`src/rtl/fifo_rd_stream.sv`:
```
// rtl/fifo_rd_stream.sv - FIFO read-side drain stage with skid buffer, valid/ready output and flush.
// Optional statistics counters are enabled with `define FIFO_RD_STATS_EN.
module fifo_rd_stream #(
  parameter int DATA_W    = 8,
  parameter int BUF_DEPTH = 4,
  parameter int CNT_W     = 16
) (
  input  logic                           r_clk,
  input  logic                           rst,
  input  logic                           fifo_empty,
  input  logic [DATA_W-1:0]              fifo_rdata,
  output logic                           fifo_rd,
  input  logic                           flush,
  output logic                           m_valid,
  output logic [DATA_W-1:0]              m_data,
  input  logic                           m_ready,
  output logic [$clog2(BUF_DEPTH):0]     occupancy,
  output logic                           busy,
  output logic                           flush_done
`ifdef FIFO_RD_STATS_EN
  ,
  output logic [CNT_W-1:0]               rd_count,
  output logic [CNT_W-1:0]               stall_count
`endif
);

  localparam int PTR_W = $clog2(BUF_DEPTH);
  localparam int OCC_W = PTR_W + 1;
  localparam logic [OCC_W:0] DEPTH_L = (OCC_W+1)'(BUF_DEPTH);

  typedef enum logic {RUN, FLUSH} state_t;

  state_t                 state_q, state_d;
  logic                   inflight_q;
  logic [PTR_W-1:0]       wr_ptr_q, wr_ptr_d;
  logic [PTR_W-1:0]       rd_ptr_q, rd_ptr_d;
  logic [OCC_W-1:0]       occ_q, occ_d;
  logic                   flush_done_q, flush_done_d;
  logic [DATA_W-1:0]      buf_q [BUF_DEPTH];
  logic                   wr_en;
  logic                   pop;
  logic [OCC_W:0]         committed;

  assign m_valid    = (state_q == RUN) && (occ_q != '0);
  assign m_data     = buf_q[rd_ptr_q];
  assign occupancy  = occ_q;
  assign flush_done = flush_done_q;
  assign busy       = (state_q == FLUSH) || (occ_q != '0) || inflight_q;
  assign pop        = m_valid && m_ready;
  // Credit counts words already held plus the one still travelling out of the FIFO.
  assign committed  = {1'b0, occ_q} + {{OCC_W{1'b0}}, inflight_q};

  always_comb begin
    state_d      = state_q;
    wr_ptr_d     = wr_ptr_q;
    rd_ptr_d     = rd_ptr_q;
    occ_d        = occ_q;
    flush_done_d = 1'b0;
    wr_en        = 1'b0;
    fifo_rd      = 1'b0;
    case (state_q)
      RUN: begin
        fifo_rd = !rst && !fifo_empty && (committed < DEPTH_L);
        if (flush) begin
          state_d  = FLUSH;
          wr_ptr_d = '0;
          rd_ptr_d = '0;
          occ_d    = '0;
        end else begin
          if (inflight_q) begin
            wr_en    = 1'b1;
            wr_ptr_d = wr_ptr_q + PTR_W'(1);
          end
          if (pop) begin
            rd_ptr_d = rd_ptr_q + PTR_W'(1);
          end
          case ({inflight_q, pop})
            2'b10:   occ_d = occ_q + OCC_W'(1);
            2'b01:   occ_d = occ_q - OCC_W'(1);
            default: occ_d = occ_q;
          endcase
        end
      end
      FLUSH: begin
        fifo_rd = !rst && !fifo_empty;
        if (fifo_empty && !inflight_q) begin
          state_d      = RUN;
          flush_done_d = 1'b1;
        end
      end
      default: state_d = RUN;
    endcase
  end

  always_ff @(posedge r_clk or posedge rst) begin
    if (rst) begin
      state_q      <= RUN;
      inflight_q   <= 1'b0;
      wr_ptr_q     <= '0;
      rd_ptr_q     <= '0;
      occ_q        <= '0;
      flush_done_q <= 1'b0;
      for (int i = 0; i < BUF_DEPTH; i++) begin
        buf_q[i] <= '0;
      end
    end else begin
      state_q      <= state_d;
      inflight_q   <= fifo_rd;
      wr_ptr_q     <= wr_ptr_d;
      rd_ptr_q     <= rd_ptr_d;
      occ_q        <= occ_d;
      flush_done_q <= flush_done_d;
      if (wr_en) begin
        buf_q[wr_ptr_q] <= fifo_rdata;
      end
    end
  end

`ifdef FIFO_RD_STATS_EN
  logic [CNT_W-1:0] rd_count_q;
  logic [CNT_W-1:0] stall_count_q;

  assign rd_count    = rd_count_q;
  assign stall_count = stall_count_q;

  // Counters saturate and ignore flush so they reflect consumer-visible traffic.
  always_ff @(posedge r_clk or posedge rst) begin
    if (rst) begin
      rd_count_q    <= '0;
      stall_count_q <= '0;
    end else begin
      if (pop && (rd_count_q != '1)) begin
        rd_count_q <= rd_count_q + CNT_W'(1);
      end
      if (m_valid && !m_ready && (stall_count_q != '1)) begin
        stall_count_q <= stall_count_q + CNT_W'(1);
      end
    end
  end
`endif

endmodule

```
`config.mk`:
```
export PLATFORM = sky130hd
export DESIGN_NAME = fifo_rd_stream
export DESIGN_NICKNAME = d
export VERILOG_FILES = /design/src/rtl/fifo_rd_stream.sv
export SDC_FILE = /design/constraint.sdc
export NUM_CORES = 1
export LEC_CHECK = 0
export CAP_MARGIN = 20
export CORE_ASPECT_RATIO = 1.4
export CORE_MARGIN = 10
export CORE_UTILIZATION = 45
export CTS_BUF_LIST = sky130_fd_sc_hd__clkbuf_4 sky130_fd_sc_hd__clkbuf_8
export DETAILED_ROUTE_END_ITERATION = 8
export HOLD_SLACK_MARGIN = 0.15
export PLACE_DENSITY = 0.73
export SKIP_LAST_GASP = 1
export SLEW_MARGIN = 20
export SYNTH_ARGS = -nofsm -noshare
export SYNTH_HDL_FRONTEND = slang
export SYNTH_SLANG_ARGS = --single-unit
```
`constraint.sdc`:
```
create_clock -name r_clk -period 1.7 [get_ports r_clk]
set_input_delay 0.34 -clock r_clk [delete_from_list [all_inputs] [get_ports r_clk]]
set_output_delay 0.34 -clock r_clk [all_outputs]
set_load 0.1 [all_outputs]
```
==> results.md <==
* Met2 wire length at 2738 µm
* Crit-path most repeated cell: or3_4
* Crit path largest cell delay at 0.49 ns
* Post-synthesis mux area share at 27.79%
* Comb pwr share at 64.6%
* Mapped Area at 2017 µm²
* Share of flip-flops with an asynchronous set or reset at 100.0%
* Min Tclk post-route at 2.063 ns
* Vias at 1431
* Most common cell after layout, fill and taps aside: dfrtp_1
* FF+latch count, synth at 42
* Syn Nets at 166
* Clock transition at the registers of the reported paths at 0.08 ns
* Worst hold slack at 0.3651 ns
* CP max-delay cell: dfrtp_4
* Vias in the first global route at 1583
* Post-DR wirelength/cell at 18.86 µm
* Crit-path cells: or3_4, or3_4, buf_12
* WL final at 4998 µm
* P_sw at 0.002727 W
* Place WS at -0.5787 ns
* Max Fclk at 484.8 MHz
* Crit path DAT at 1.72 ns
* DRT iter0 DRCs at 84
* Initial Util at 47.19%
* Startpoint Class: flop
* Die Height at 99.22 µm
* Overflow after GRT at 0
* Non-Filler Instances at 265
* Fin nets at 222
* Distinct cell type count after synthesis at 32
* Worst hold path class: primary input to async pin
* Yosys warns at 0
* Gr usage total at 13.16%
* GPL Wtd Cong at 0.7850
* Max_slew headroom at 78.70%
* Syn avg cell area at 13.63 µm²
* I/O pin cnt at 28
* Seq/Total Area, Yosys at 52.11%
* Final hold vios at 0
* First-pass GRT wire length at 8086 µm
* Peak supply drop at 998.6 µV
* Core area at 4274 µm²
* Part of the cycle the worst path needs at 121.3%
* Cts bufs inserted at 5
* Fin worst setup slack at -0.3626 ns
* Clock latency on the worst-skew pair at 0.31 ns
* Ys flop type: dfrtp_1
* Post-Synth Simple-Gate Area at 8.313%
* Largest net degree at the start of global routing at 21
* Setup CP Type: flop to output port
* Die span in x at 76.58 µm
* Dpl hpwl at 3529 µm
* CP max FO at 3
* DP Cell Count at 251
* Most frequent cells in the layout: dfrtp_1, mux2_2, buf_12, buf_4, clkdlybuf4s50_1
* CP Capture Type: output port
* Mapped Cells at 148
* Highest metal used: met4
* H-tree Lvls at 2
* Synth Area in Compound Gates at 4.777%
* Clk_skew at 0.01461 ns
* Area grow syn2layout at 47.46%
* Failing checks: negative setup slack
* CTS Buffer Depth at 2
* Post-DRT Antenna Nets at 0
* Filler Cells Inserted at 295
* IO buf count at 27
* Die area at 7598 µm²
* Setup tns final at -2.803 ns
* Post-synth EDFFs at 0
* Initial antenna violation count at 0
* Unrepaired setup endpoints after global routing: true
* Int Power at 0.003151 W
* CTS tree: yes
* Cell Rows at 28
* PD cells at 1977 nW/µm²
* Tightest Pin Transition at 0.3153 ns
* Total Power at 0.005878 W
* Status: complete, but fails checks
* Clock power frac at 11.5%
* Diodes inserted at 0
* Post-Synth XOR/XNOR Area at 0%
* Routed length on met3 at 167 µm
* 1st-pass router iterations at 4
* Wire length on met1 at 1994 µm
* Largest family of logic cells by synthesized area: multiplexers
* DR vias/cell at 5.400
* # clock sinks at 42
* Sequential share of power at 23.9%
* Setup violators final at 14
* Adder-cell share of the synthesized area at 3.474%
* Critical Path RT at 1.36 ns
* Slew Viols, Final at 0
* # DRC at 0
* Clk root buf: clkbuf_8
* Max-cap violation count at 0
* Ratio of cells with drive above 1 in the final layout at 56.10%
* Sw frac at 46.39%
* Leakage at 1.323 nW
==> final cells by class <==
| type | instances | area, µm² | area share (%) |
|---|---|---|---|
| repair buffers | 58 | 737.0 | 24.78 |
| well taps | 60 | 75.07 | 2.524 |
| flip-flops and latches | 42 | 1064 | 35.76 |
| clock inverters | 3 | 23.77 | 0.7993 |
| clock buffers | 5 | 68.82 | 2.314 |
| multi-input cells | 92 | 987.2 | 33.19 |
| inverters | 5 | 18.77 | 0.6310 |
==> cells by family (layout without fill, tap and decap cells) <==
family,count (synthesis),count (layout)
AO/OA/AOI/OAI,13,13
adder cells (fa/ha/maj),5,5
buffers and inverters,14,71
flip-flops,42,42
multiplexers,42,42
AND/OR/NAND/NOR,32,32
==> worst max-delay path: cells and delay by family (launching register included) <==
kind | cells | cell delay [ns]
buffers and inverters | 1 | 0.18
AND/OR/NAND/NOR | 2 | 0.76
flip-flops | 1 | 0.49
==> flip-flops by register name (all words and copies together) (netlist names) <==
| signal | flops |
|---|---|
| buf_q | 32 |
| occupancy | 3 |
| rd_ptr_q | 2 |
| wr_ptr_q | 2 |
| flush_done | 1 |
| inflight_q | 1 |
| state_q | 1 |
==> cell usage after synthesis, types with 2 or more instances <==
cell type | instances | area (µm²)
and3_1 | 4 | 25.02
buf_2 | 3 | 15.01
buf_4 | 4 | 30.03
clkbuf_1 | 2 | 7.510
dfrtp_1 | 42 | 1051
ha_1 | 4 | 50.05
inv_1 | 5 | 18.77
mux2_2 | 32 | 360.4
mux2i_1 | 2 | 20.02
mux4_2 | 8 | 180.2
nand2_1 | 8 | 30.03
nor2_1 | 7 | 26.28
nor2b_1 | 2 | 12.51
nor3_1 | 3 | 15.01
o21ai_0 | 2 | 10.01
o21ai_1 | 2 | 10.01
o31ai_1 | 2 | 15.01
or3_2 | 2 | 15.01
==> final timing paths <==
| kind | start | cells after the start | to | slack, ns |
|---|---|---|---|---|
| worst min-delay path | rst | 2 | occupancy[0]$_DFFE_PP0P_ | 0.37 |
| min in group r_clk | buf_q[24]$_DFFE_PP0P_ | 1 | buf_q[24]$_DFFE_PP0P_ | 0.51 |
| max in group asynchronous | rst | 3 | rd_ptr_q[1]$_DFFE_PP0P_ | 0.78 |
| worst max-delay path | occupancy[1]$_DFFE_PP0P_ | 3 | busy | -0.36 |
| worst min register to register | buf_q[24]$_DFFE_PP0P_ | 1 | buf_q[24]$_DFFE_PP0P_ | 0.51 |
| worst max register to register | inflight_q$_DFF_PP0_ | 6 | occupancy[1]$_DFFE_PP0P_ | -0.18 |
==> power by group through the flow <==
stage	registers [W]	clock network, W	logic, W
final	0.00141	0.000674	0.00380
after global routing	0.00144	0.000719	0.00394
after CTS	0.00141	0.000687	0.00367
after detailed placement	0.00142	0	0.00353
after global placement	0.00139	0	0.00346
after floorplan	0.00165	0	0.00195
==> per-stage QoR <==
stage	area [µm²]	util, %
after floorplan	2066	-
after global placement	2756	64.49
after detailed placement	2756	64.49
after CTS	2914	68.18
after global routing	2974	69.58
final	2974	69.58
==> metal layers <==
layer	up-vias	GRT usage, %
met5	-	0
met4	0	4.448
met3	10	3.243
met2	35	23.49
met1	739	14.98
li1	647	-
==> repair_timing <==
action / 4_1_cts / 5_1_grt
endpoints found under the hold margin: 0 / 0
hold buffers: 0 / 0
buffers inserted: 3 / 3
gates resized for setup: 14 / 7
setup endpoints to repair: 15 / 47
pin swaps: 9 / 9
Power figures use the tool's default switching activity.
